--- config.mk ---
export PLATFORM = sky130hd
export DESIGN_NAME = e203_exu_longp_wbck_rob
export DESIGN_NICKNAME = d
export VERILOG_FILES = /design/src/rtl/e203_longp_pkg.sv /design/src/rtl/e203_exu_longp_rob_slot.sv /design/src/rtl/e203_exu_longp_wbck_rob.sv
export SDC_FILE = /design/constraint.sdc
export NUM_CORES = 1
export LEC_CHECK = 0
export BUFFER_PORTS_ARGS = -buffer_cell sky130_fd_sc_hd__buf_2
export CORE_AREA = 8 8 107 109
export CTS_BUF_LIST = sky130_fd_sc_hd__clkbuf_16
export CTS_CLUSTER_SIZE = 8
export DETAILED_ROUTE_END_ITERATION = 6
export DIE_AREA = 0 0 115 117
export PLACE_DENSITY = 0.77
export SYNTH_ARGS = -nofsm -noshare
export SYNTH_HDL_FRONTEND = slang
export SYNTH_SLANG_ARGS = --single-unit
--- constraint.sdc ---
create_clock -name clk -period 1.2 [get_ports clk]
set_input_delay 0 -clock clk [delete_from_list [all_inputs] [get_ports clk]]
set_output_delay 0 -clock clk [all_outputs]
set_load 0.05 [all_outputs]
--- src/rtl/e203_longp_pkg.sv ---
// ---------------------------------------------------------------------------
// e203_longp_pkg
//   Shared types and constants for the long-pipe write-back reorder buffer.
//   - longp_res_t : one buffered long-pipe result (wdat, flags, rdidx, rdfpu, err)
//   - LONGP_FLAGS_W : FP exception flag width
//   - LONGP_SRC0 / LONGP_SRC1 : source select encoding (src0 has priority)
//   The struct is laid out with LONGP_FLEN / LONGP_RFIDX_W, so the top-level
//   FLEN / RFIDX_W parameters must keep these values.
// ---------------------------------------------------------------------------
package e203_longp_pkg;

    localparam int LONGP_FLAGS_W = 5;
    localparam int LONGP_FLEN    = 32;
    localparam int LONGP_RFIDX_W = 5;

    localparam logic LONGP_SRC0 = 1'b0;
    localparam logic LONGP_SRC1 = 1'b1;

    typedef struct packed {
        logic [LONGP_FLEN-1:0]    wdat;
        logic [LONGP_FLAGS_W-1:0] flags;
        logic [LONGP_RFIDX_W-1:0] rdidx;
        logic                     rdfpu;
        logic                     err;
    } longp_res_t;

    // src0 wins whenever it targets the slot.
    function automatic logic longp_src_sel(input logic src0_hit);
        return src0_hit ? LONGP_SRC0 : LONGP_SRC1;
    endfunction

endpackage

--- src/rtl/e203_exu_longp_rob_slot.sv ---
// ---------------------------------------------------------------------------
// e203_exu_longp_rob_slot
//   One reorder-buffer entry: valid flag plus the stored result.
//   Ports:
//     clk, rst  : clock, synchronous active-high reset
//     set       : write set_dat, entry becomes valid next cycle
//     clr       : entry drained, valid drops next cycle
//     set_dat   : result to store
//     vld, dat  : current entry state
//   set and clr never target the same entry in one cycle (a valid entry
//   refuses writes); set is given precedence anyway.
// ---------------------------------------------------------------------------
module e203_exu_longp_rob_slot
    import e203_longp_pkg::*;
(
    input  logic       clk,
    input  logic       rst,
    input  logic       set,
    input  logic       clr,
    input  longp_res_t set_dat,
    output logic       vld,
    output longp_res_t dat
);

    always_ff @(posedge clk) begin
        if (rst) begin
            vld <= 1'b0;
            dat <= '0;
        end else if (set) begin
            vld <= 1'b1;
            dat <= set_dat;
        end else if (clr) begin
            vld <= 1'b0;
        end
    end

endmodule

--- src/rtl/e203_exu_longp_wbck_rob.sv ---
// ---------------------------------------------------------------------------
// e203_exu_longp_wbck_rob
//   Collects out-of-order long-pipe results (src0 = LSU/AGU, src1 = FPU/MulDiv)
//   into slots indexed by OITF tag and releases them strictly in OITF order.
//   Ports:
//     src0_* / src1_*   : result inputs with valid/ready, tagged by itag
//     oitf_ret_ptr      : OITF head tag, selects the head slot
//     oitf_empty        : OITF holds nothing; suppresses all output
//     oitf_ret_ena      : retire pulse, high in the cycle a result drains
//     longp_wbck_o_*    : regfile write-back stream (err = 0 results)
//     longp_excp_o_*    : exception report (err = 1 results)
//   Handshakes: a transfer happens in a cycle where valid and ready are both
//   high; valid never depends on ready, and an offered output stays valid with
//   stable data until it transfers (or reset).
//   Optional macro E203_LONGP_WBCK_BYPASS_EN: a head-tagged, error-free input
//   arriving while the head slot is empty is forwarded in the same cycle; if
//   the arbiter takes it the slot is never written.
// ---------------------------------------------------------------------------
module e203_exu_longp_wbck_rob
    import e203_longp_pkg::*;
#(
    parameter int DEPTH   = 2,
    parameter int ITAG_W  = 1,
    parameter int FLEN    = LONGP_FLEN,
    parameter int RFIDX_W = LONGP_RFIDX_W
) (
    input  logic                     clk,
    input  logic                     rst,
    input  logic                     src0_valid,
    output logic                     src0_ready,
    input  logic [FLEN-1:0]          src0_wdat,
    input  logic [LONGP_FLAGS_W-1:0] src0_flags,
    input  logic [RFIDX_W-1:0]       src0_rdidx,
    input  logic                     src0_rdfpu,
    input  logic                     src0_err,
    input  logic [ITAG_W-1:0]        src0_itag,
    input  logic                     src1_valid,
    output logic                     src1_ready,
    input  logic [FLEN-1:0]          src1_wdat,
    input  logic [LONGP_FLAGS_W-1:0] src1_flags,
    input  logic [RFIDX_W-1:0]       src1_rdidx,
    input  logic                     src1_rdfpu,
    input  logic                     src1_err,
    input  logic [ITAG_W-1:0]        src1_itag,
    input  logic [ITAG_W-1:0]        oitf_ret_ptr,
    input  logic                     oitf_empty,
    output logic                     oitf_ret_ena,
    output logic                     longp_wbck_o_valid,
    input  logic                     longp_wbck_o_ready,
    output logic [FLEN-1:0]          longp_wbck_o_wdat,
    output logic [LONGP_FLAGS_W-1:0] longp_wbck_o_flags,
    output logic [RFIDX_W-1:0]       longp_wbck_o_rdidx,
    output logic                     longp_wbck_o_rdfpu,
    output logic                     longp_excp_o_valid,
    input  logic                     longp_excp_o_ready
);

    longp_res_t       src0_res, src1_res;
    logic [DEPTH-1:0] slot_vld;
    longp_res_t       slot_dat [DEPTH];

    logic       src0_hsk, src1_hsk;
    logic       head_act;
    longp_res_t head_res;
    logic       drain, slot_drain;
    logic       byp0, byp1, byp_vld;
    longp_res_t byp_res, out_res;

    assign src0_res = '{wdat: src0_wdat, flags: src0_flags, rdidx: src0_rdidx,
                        rdfpu: src0_rdfpu, err: src0_err};
    assign src1_res = '{wdat: src1_wdat, flags: src1_flags, rdidx: src1_rdidx,
                        rdfpu: src1_rdfpu, err: src1_err};

    // A slot takes a new result only while empty; on a tag collision src1
    // yields so both sources never write the same slot in one cycle.
    assign src0_ready = ~rst & ~slot_vld[src0_itag];
    assign src1_ready = ~rst & ~slot_vld[src1_itag]
                      & ~(src0_valid & (src0_itag == src1_itag));
    assign src0_hsk   = src0_valid & src0_ready;
    assign src1_hsk   = src1_valid & src1_ready;

    // Head slot is offered only while the OITF actually has an entry; a stale
    // valid slot with an empty OITF is held, not released.
    assign head_act = ~rst & slot_vld[oitf_ret_ptr] & ~oitf_empty;
    assign head_res = slot_dat[oitf_ret_ptr];

`ifdef E203_LONGP_WBCK_BYPASS_EN
    logic byp_en;
    assign byp_en  = ~rst & ~slot_vld[oitf_ret_ptr] & ~oitf_empty;
    assign byp0    = byp_en & src0_hsk & (src0_itag == oitf_ret_ptr) & ~src0_err;
    assign byp1    = byp_en & src1_hsk & (src1_itag == oitf_ret_ptr) & ~src1_err & ~byp0;
    assign byp_vld = byp0 | byp1;
    assign byp_res = byp0 ? src0_res : src1_res;
`else
    assign byp0    = 1'b0;
    assign byp1    = 1'b0;
    assign byp_vld = 1'b0;
    assign byp_res = '0;
`endif

    // Data outputs are zero whenever nothing is being offered.
    assign out_res = head_act ? head_res : (byp_vld ? byp_res : '0);

    assign longp_wbck_o_valid = (head_act & ~head_res.err) | byp_vld;
    assign longp_excp_o_valid = head_act & head_res.err;
    assign longp_wbck_o_wdat  = out_res.wdat;
    assign longp_wbck_o_flags = out_res.flags;
    assign longp_wbck_o_rdidx = out_res.rdidx;
    assign longp_wbck_o_rdfpu = out_res.rdfpu;

    assign drain        = (longp_wbck_o_valid & longp_wbck_o_ready)
                        | (longp_excp_o_valid & longp_excp_o_ready);
    assign oitf_ret_ena = drain;
    assign slot_drain   = drain & head_act;

    for (genvar i = 0; i < DEPTH; i++) begin : g_slot
        logic       hit0, hit1, set, clr;
        longp_res_t set_dat;

        // A forwarded result that retires immediately never lands in a slot.
        assign hit0    = src0_hsk & (src0_itag == ITAG_W'(i)) & ~(byp0 & longp_wbck_o_ready);
        assign hit1    = src1_hsk & (src1_itag == ITAG_W'(i)) & ~(byp1 & longp_wbck_o_ready);
        assign set     = hit0 | hit1;
        assign set_dat = (longp_src_sel(hit0) == LONGP_SRC0) ? src0_res : src1_res;
        assign clr     = slot_drain & (oitf_ret_ptr == ITAG_W'(i));

        e203_exu_longp_rob_slot u_slot (
            .clk     (clk),
            .rst     (rst),
            .set     (set),
            .clr     (clr),
            .set_dat (set_dat),
            .vld     (slot_vld[i]),
            .dat     (slot_dat[i])
        );
    end

endmodule

Yosys cells after proc, flatten, opt, wreduce, memory -nomap -nowiden
Cells that the tools add are included.
{ "word_totals": {"latchBits": 0, "n_memories": 0, "ff_bits": 90, "out_inout_bits": 48, "inputBits": 98, "word_cells": 67, "mem_bits_ro": 0, "ram_bits": 0} }
{ "classes": {"add_sub_neg": 0, "div_mod_pow": 0, "shift": 0, "eq_ne": 1, "bitwise": 32, "reduce_logical": 2, "mux": 16, "order_cmp": 4, "mul": 0} }
{ "ops": {"columns": ["cell", "n"], "rows": [
  ["44-bit two-way mux", 6],
  ["1-bit AND", 19],
  ["1-bit two-way mux", 10],
  ["1-bit NOT", 9],
  ["1-bit by 2-bit less-than comparator with 1-bit output, second input constant", 3],
  ["2-bit nonzero test", 2],
  ["1-bit bitwise OR", 3],
  ["2-bit >= comparator, second input constant", 1],
  ["1-bit NOT with 2-bit output", 1],
  ["1-bit == test", 1]
]} }

Depth between registers and ports, before layout
{ "logic_depth": {"ltp_word": 12, "mapped_depth": 6, "ltp_nobuf": 3} }

By module
A second synthesis with hierarchy kept.
{ "unflattened": {"hier_cells": 509, "area_unflattened_um2": 5201.2} }
{ "by_module_without_submodules": {"columns": ["mod", "area_each_um2", "n_inst", "seq_area_each_um2", "cells_per_inst"], "rows": [
  ["e203_exu_longp_rob_slot", 1634.1, 2, 900.9, 146],
  ["e203_exu_longp_wbck_rob", 1933.1, 1, 0.0, 217]
]} }

Least setup slack after synthesis
OpenSTA, ideal clock, no wires.
{ "synth_path": {"kind": "flip-flop to output port", "startpoint": "register g_slot[1].u_slot.vld", "endpoint": "output port src1_ready", "path_buffers": 0, "t_arrival_ns": 1.691, "t_required_ns": 1.200, "stages_incl_launch_ff": 4, "path_slack_ns": -0.491, "cell_sequence": "dfxtp_1 > inv_1 > a21oi_1 > a211oi_1"} }
{ "synth_via": {"elab_chain_cells": 5} }
{ "synth_lines": {"columns": ["item", "line_no", "text"], "rows": [
  ["from (decl)", "e203_exu_longp_rob_slot.sv:21", "output logic vld,"],
  ["from (signal assigned)", "e203_exu_longp_rob_slot.sv:27", "vld <= 1'b0;"],
  ["from (signal assigned)", "e203_exu_longp_rob_slot.sv:30", "vld <= 1'b1;"],
  ["from (signal assigned)", "e203_exu_longp_rob_slot.sv:33", "vld <= 1'b0;"],
  ["1-bit two-way mux (not written as such) (2 in series)", "e203_exu_longp_wbck_rob.sv:77", "assign src1_ready = ~rst & ~slot_vld[src1_itag]"],
  ["1-bit NOT", "e203_exu_longp_wbck_rob.sv:77", null],
  ["1-bit AND", "e203_exu_longp_wbck_rob.sv:77", null],
  ["1-bit AND", "e203_exu_longp_wbck_rob.sv:78", "& ~(src0_valid & (src0_itag == src1_itag));"],
  ["to (decl)", "e203_exu_longp_wbck_rob.sv:38", "output logic src1_ready,"]
]} }
No other way between the ends. The select of a mux whose other input is x is not followed.

Worst setup path in the final report
{ "layout_path": {"startpoint": "register g_slot[1].u_slot.dat[0] (netlist bit)", "endpoint": "output port oitf_ret_ena"} }
{ "layout_via": {"elab_chain_cells": 7, "word_cells_on_any_way": 9, "cone_classes": "mux (3); bitwise (6)"} }
{ "layout_lines": {"columns": ["item", "line_no", "text"], "rows": [
  ["from (decl)", "e203_exu_longp_rob_slot.sv:22", "output longp_res_t dat"],
  ["from (signal assigned)", "e203_exu_longp_rob_slot.sv:31", "dat <= set_dat;"],
  ["44-bit two-way mux (not written as such) * (3 in series)", "e203_exu_longp_wbck_rob.sv:85", "assign head_res = slot_dat[oitf_ret_ptr];"],
  ["1-bit NOT", "e203_exu_longp_wbck_rob.sv:104", "assign longp_wbck_o_valid = (head_act & ~head_res.err) | byp_vld;"],
  ["1-bit AND", "e203_exu_longp_wbck_rob.sv:104", null],
  ["1-bit AND", "e203_exu_longp_wbck_rob.sv:111", "assign drain = (longp_wbck_o_valid & longp_wbck_o_ready)"],
  ["1-bit bitwise OR *", "e203_exu_longp_wbck_rob.sv:112", "| (longp_excp_o_valid & longp_excp_o_ready);"],
  ["to (decl)", "e203_exu_longp_wbck_rob.sv:47", "output logic oitf_ret_ena,"]
]} }
Mark *: on every way between the ends. The rest lies on a longest branch, timed or not. The select of a mux whose other input is x is not followed.

==> reports/results.txt <==
critical-path maximum fanout - 3
Post-Route WL - 17800 um
Num CTS Buffers - 9
Initial DRC Count - 246
share of cells above drive strength 1 - 0.380
failing checks - negative hold slack, negative setup slack
Via Count - 4635
FF+latch count, synth - 90
I/O Pins - 146
DR vias/cell - 5.58
initial antenna violation count - 2
maximum capacitance violations - 0
worst-path cell chain - mux2i_1, mux2i_1, nor2_2, buf_6
Clock Latency Late Sink - 330 ps
die height - 117 um
DP HPWL - 10000 um
Tot GR Track Use - 0.258
1st-pass router iterations - 4
Core Rows - 37
final setup violation count - 92
Syn Nets - 569
worst endpoint required time - 1200 ps
EDFF count, synth - 0
critical path's slowest cell - mux2i_1
largest area contributor in the netlist - dfxtp_1
first-pass GRT wire length - 26900 um
total power per unit cell area - 1060 nW/um^2
WP data arrival - 1650 ps
slew margin rel. - 0.697
largest net degree at the start of global routing - 34
endpoints failing hold - 3
most frequent CP cell - mux2i_1
actual slew at the worst max-slew pin - 442 ps
clk slew on worst S/H paths - 70 ps
H-tree Lvls - 3
Sinks on Clock Net - 90
fin. max-slew vios - 0
post-synthesis cell area - 4800 um^2
Congestion Overflow GR - 0
VDD IR-drop max - 0.846 mV
Synth cell types - 28
Buf/Inv on CP - 1
WS Path Type - reg -> out
Mean Syn Cell Area - 10.2 um^2
Static Leak - 0.00340 uW
Hold Crit Class - in -> reg
clock buffer depth - 2
Area Overhead vs Synth - 59.1%
nets@finish - 786
Starting Density - 0.484
Die ar. - 13500 um^2
clock skew - 6.72 ps
Avg WL per Cell - 21.4 um
ys flop type - dfxtp_1
DRC errors left - 0
CP peak stage delay - 380 ps
vias in the first global route - 5249
register area share after synthesis - 0.376
min cycle time layout - 1650 ps
TritonCTS clock tree - yes
Yosys top cell area share - 0.376
unrepaired setup endpoints after global routing - true
core area - 9910 um^2
Worst setup EP type - output pin
period utilization - 1.38
Fmax - 605 MHz
Syn Inst Count - 471
Crit path max-delay family - multiplexers
PnR worst setup slack - -453 ps
asr flop ratio synth - 0
fin util - 0.770
Ys Warns - 0
Setup crit start kind - register
largest cells by area after synthesis - dfxtp_1 (38%), mux2i_1 (28%), o2bb2ai_1 (7.7%), nand2b_1 (6.0%), o22ai_1 (5.1%)
chip width - 115 um
Post-DRT Antenna Nets - 0
RePlAce Congestion - 0.780
status - finished, violations left
Port Buffers - 145
root buf cell - clkbuf_16
worst hold slack - -15.0 ps
[synth_stat cells, types with 2 or more instances]
master       n
a211oi_1     2
o2bb2ai_1   42
o22ai_1     39
buf_2       17
nor2b_1      3
nor2_1      49
mux2i_1    135
buf_6       14
buf_4        6
nor3_1       3
nand2_1      2
o2bb2ai_2    2
dfxtp_1     90
clkbuf_1     4
o22ai_2      5
nand2b_1    46
[sequential cells by signal, summed over array words and instances (netlist names)]
signal	cells
g_slot.u_slot.dat	88
g_slot.u_slot.vld	2
[what timing repair did]
action                                  in CTS  in global routing
buffers inserted                             2                  0
endpoints found under the hold margin       61                  1
hold buffers                                87                  1
endpoints found under the setup margin      48                110
pin swaps                                    6                  1
resized for setup                          113                 22
cloned                                       0                  6
[final cells by class]
cell class,count,area (um^2)
Timing Repair Buffer,248,2280
Clock buffer,9,225
Clock inverter,6,67.6
Inverter,1,6.26
Tap cell,136,170
Fill cell,621,2270
Multi-Input combinational cell,338,3070
Antenna cell,2,5.00
Sequential cell,90,1800
[worst register-to-register path: cells and delay by family, from the launching register on]
family / cells / cell delay, ps
AO/OA/AOI/OAI: 2 / 450
flip-flops: 1 / 330
buffers and inverters: 3 / 490
[report_power, final]
group          switching (uW)  total (uW)  internal [uW]  leakage (uW)
Combinational            1010        1960            953       0.00252
Sequential                131        3350           3220      0.000739
Clock                    1200        2820           1610      0.000138
[cells by family (layout without fill, tap and decap cells)]
| group | Yosys count | in the layout | share of synthesized area |
|---|---|---|---|
| compound gates | 97 | 97 | 0.165 |
| xor+xnor | 1 | 1 | 0.00183 |
| buf+inv | 43 | 264 | 0.0655 |
| flops | 90 | 90 | 0.376 |
| mux | 135 | 135 | 0.282 |
| other cells | 0 | 2 | 0 |
| simple gates | 105 | 105 | 0.110 |
[stage by stage]
step                      area (um^2)  setup TNS (ps)  instances  worst slack [ps]  power [uW]
after floorplan                  5120           -4780        471              -307        4430
after global placement           6070           -4480        736              -133        4900
after detailed placement         6070           -6580        736              -194        4960
after CTS                        7600          -23470        840              -440        8030
after global routing             7630          -28320        829              -488        8420
final                            7630          -24360        830              -453        8120
[per-layer routing]
layer,part of all wire,vias up,track usage
li1,-,2170,-
met1,0.39,2247,0.271
met2,0.53,178,0.472
met3,0.062,38,0.0611
met4,0.023,2,0.133
met5,0.00045,-,0
[final timing paths]
kind / from / to / slack, ps / cells past startpoint
max: g_slot[1].u_slot.dat[0]$_SDFFE_PP0P_ / oitf_ret_ena / -450 / 4
min: src1_wdat[2] / g_slot[1].u_slot.dat[14]$_SDFFE_PP0P_ / -10 / 3
max reg2reg: g_slot[0].u_slot.vld$_SDFFE_PP0P_ / g_slot[0].u_slot.dat[0]$_SDFFE_PP0P_ / -180 / 5
min reg2reg: g_slot[1].u_slot.dat[20]$_SDFFE_PP0P_ / g_slot[1].u_slot.dat[20]$_SDFFE_PP0P_ / 470 / 1
[cells in the final DEF (no fill, tap or decap), types with 2 or more instances in the layout]
cell type	count
buf_12	14
buf_6	39
nor2b_4	2
clkinvlp_4	2
buf_2	97
nor3_1	3
nand2b_1	44
nor2_1	2
diode_2	2
buf_4	11
nor2_4	42
o22ai_2	5
o2bb2ai_2	2
o22ai_1	39
dfxtp_2	2
nor2_2	5
mux2i_1	135
dlygate4sd3_1	70
o2bb2ai_1	42
dfxtp_1	88
buf_8	13
nand2_2	3
clkbuf_16	13
(Power assumes the default switching activity.)
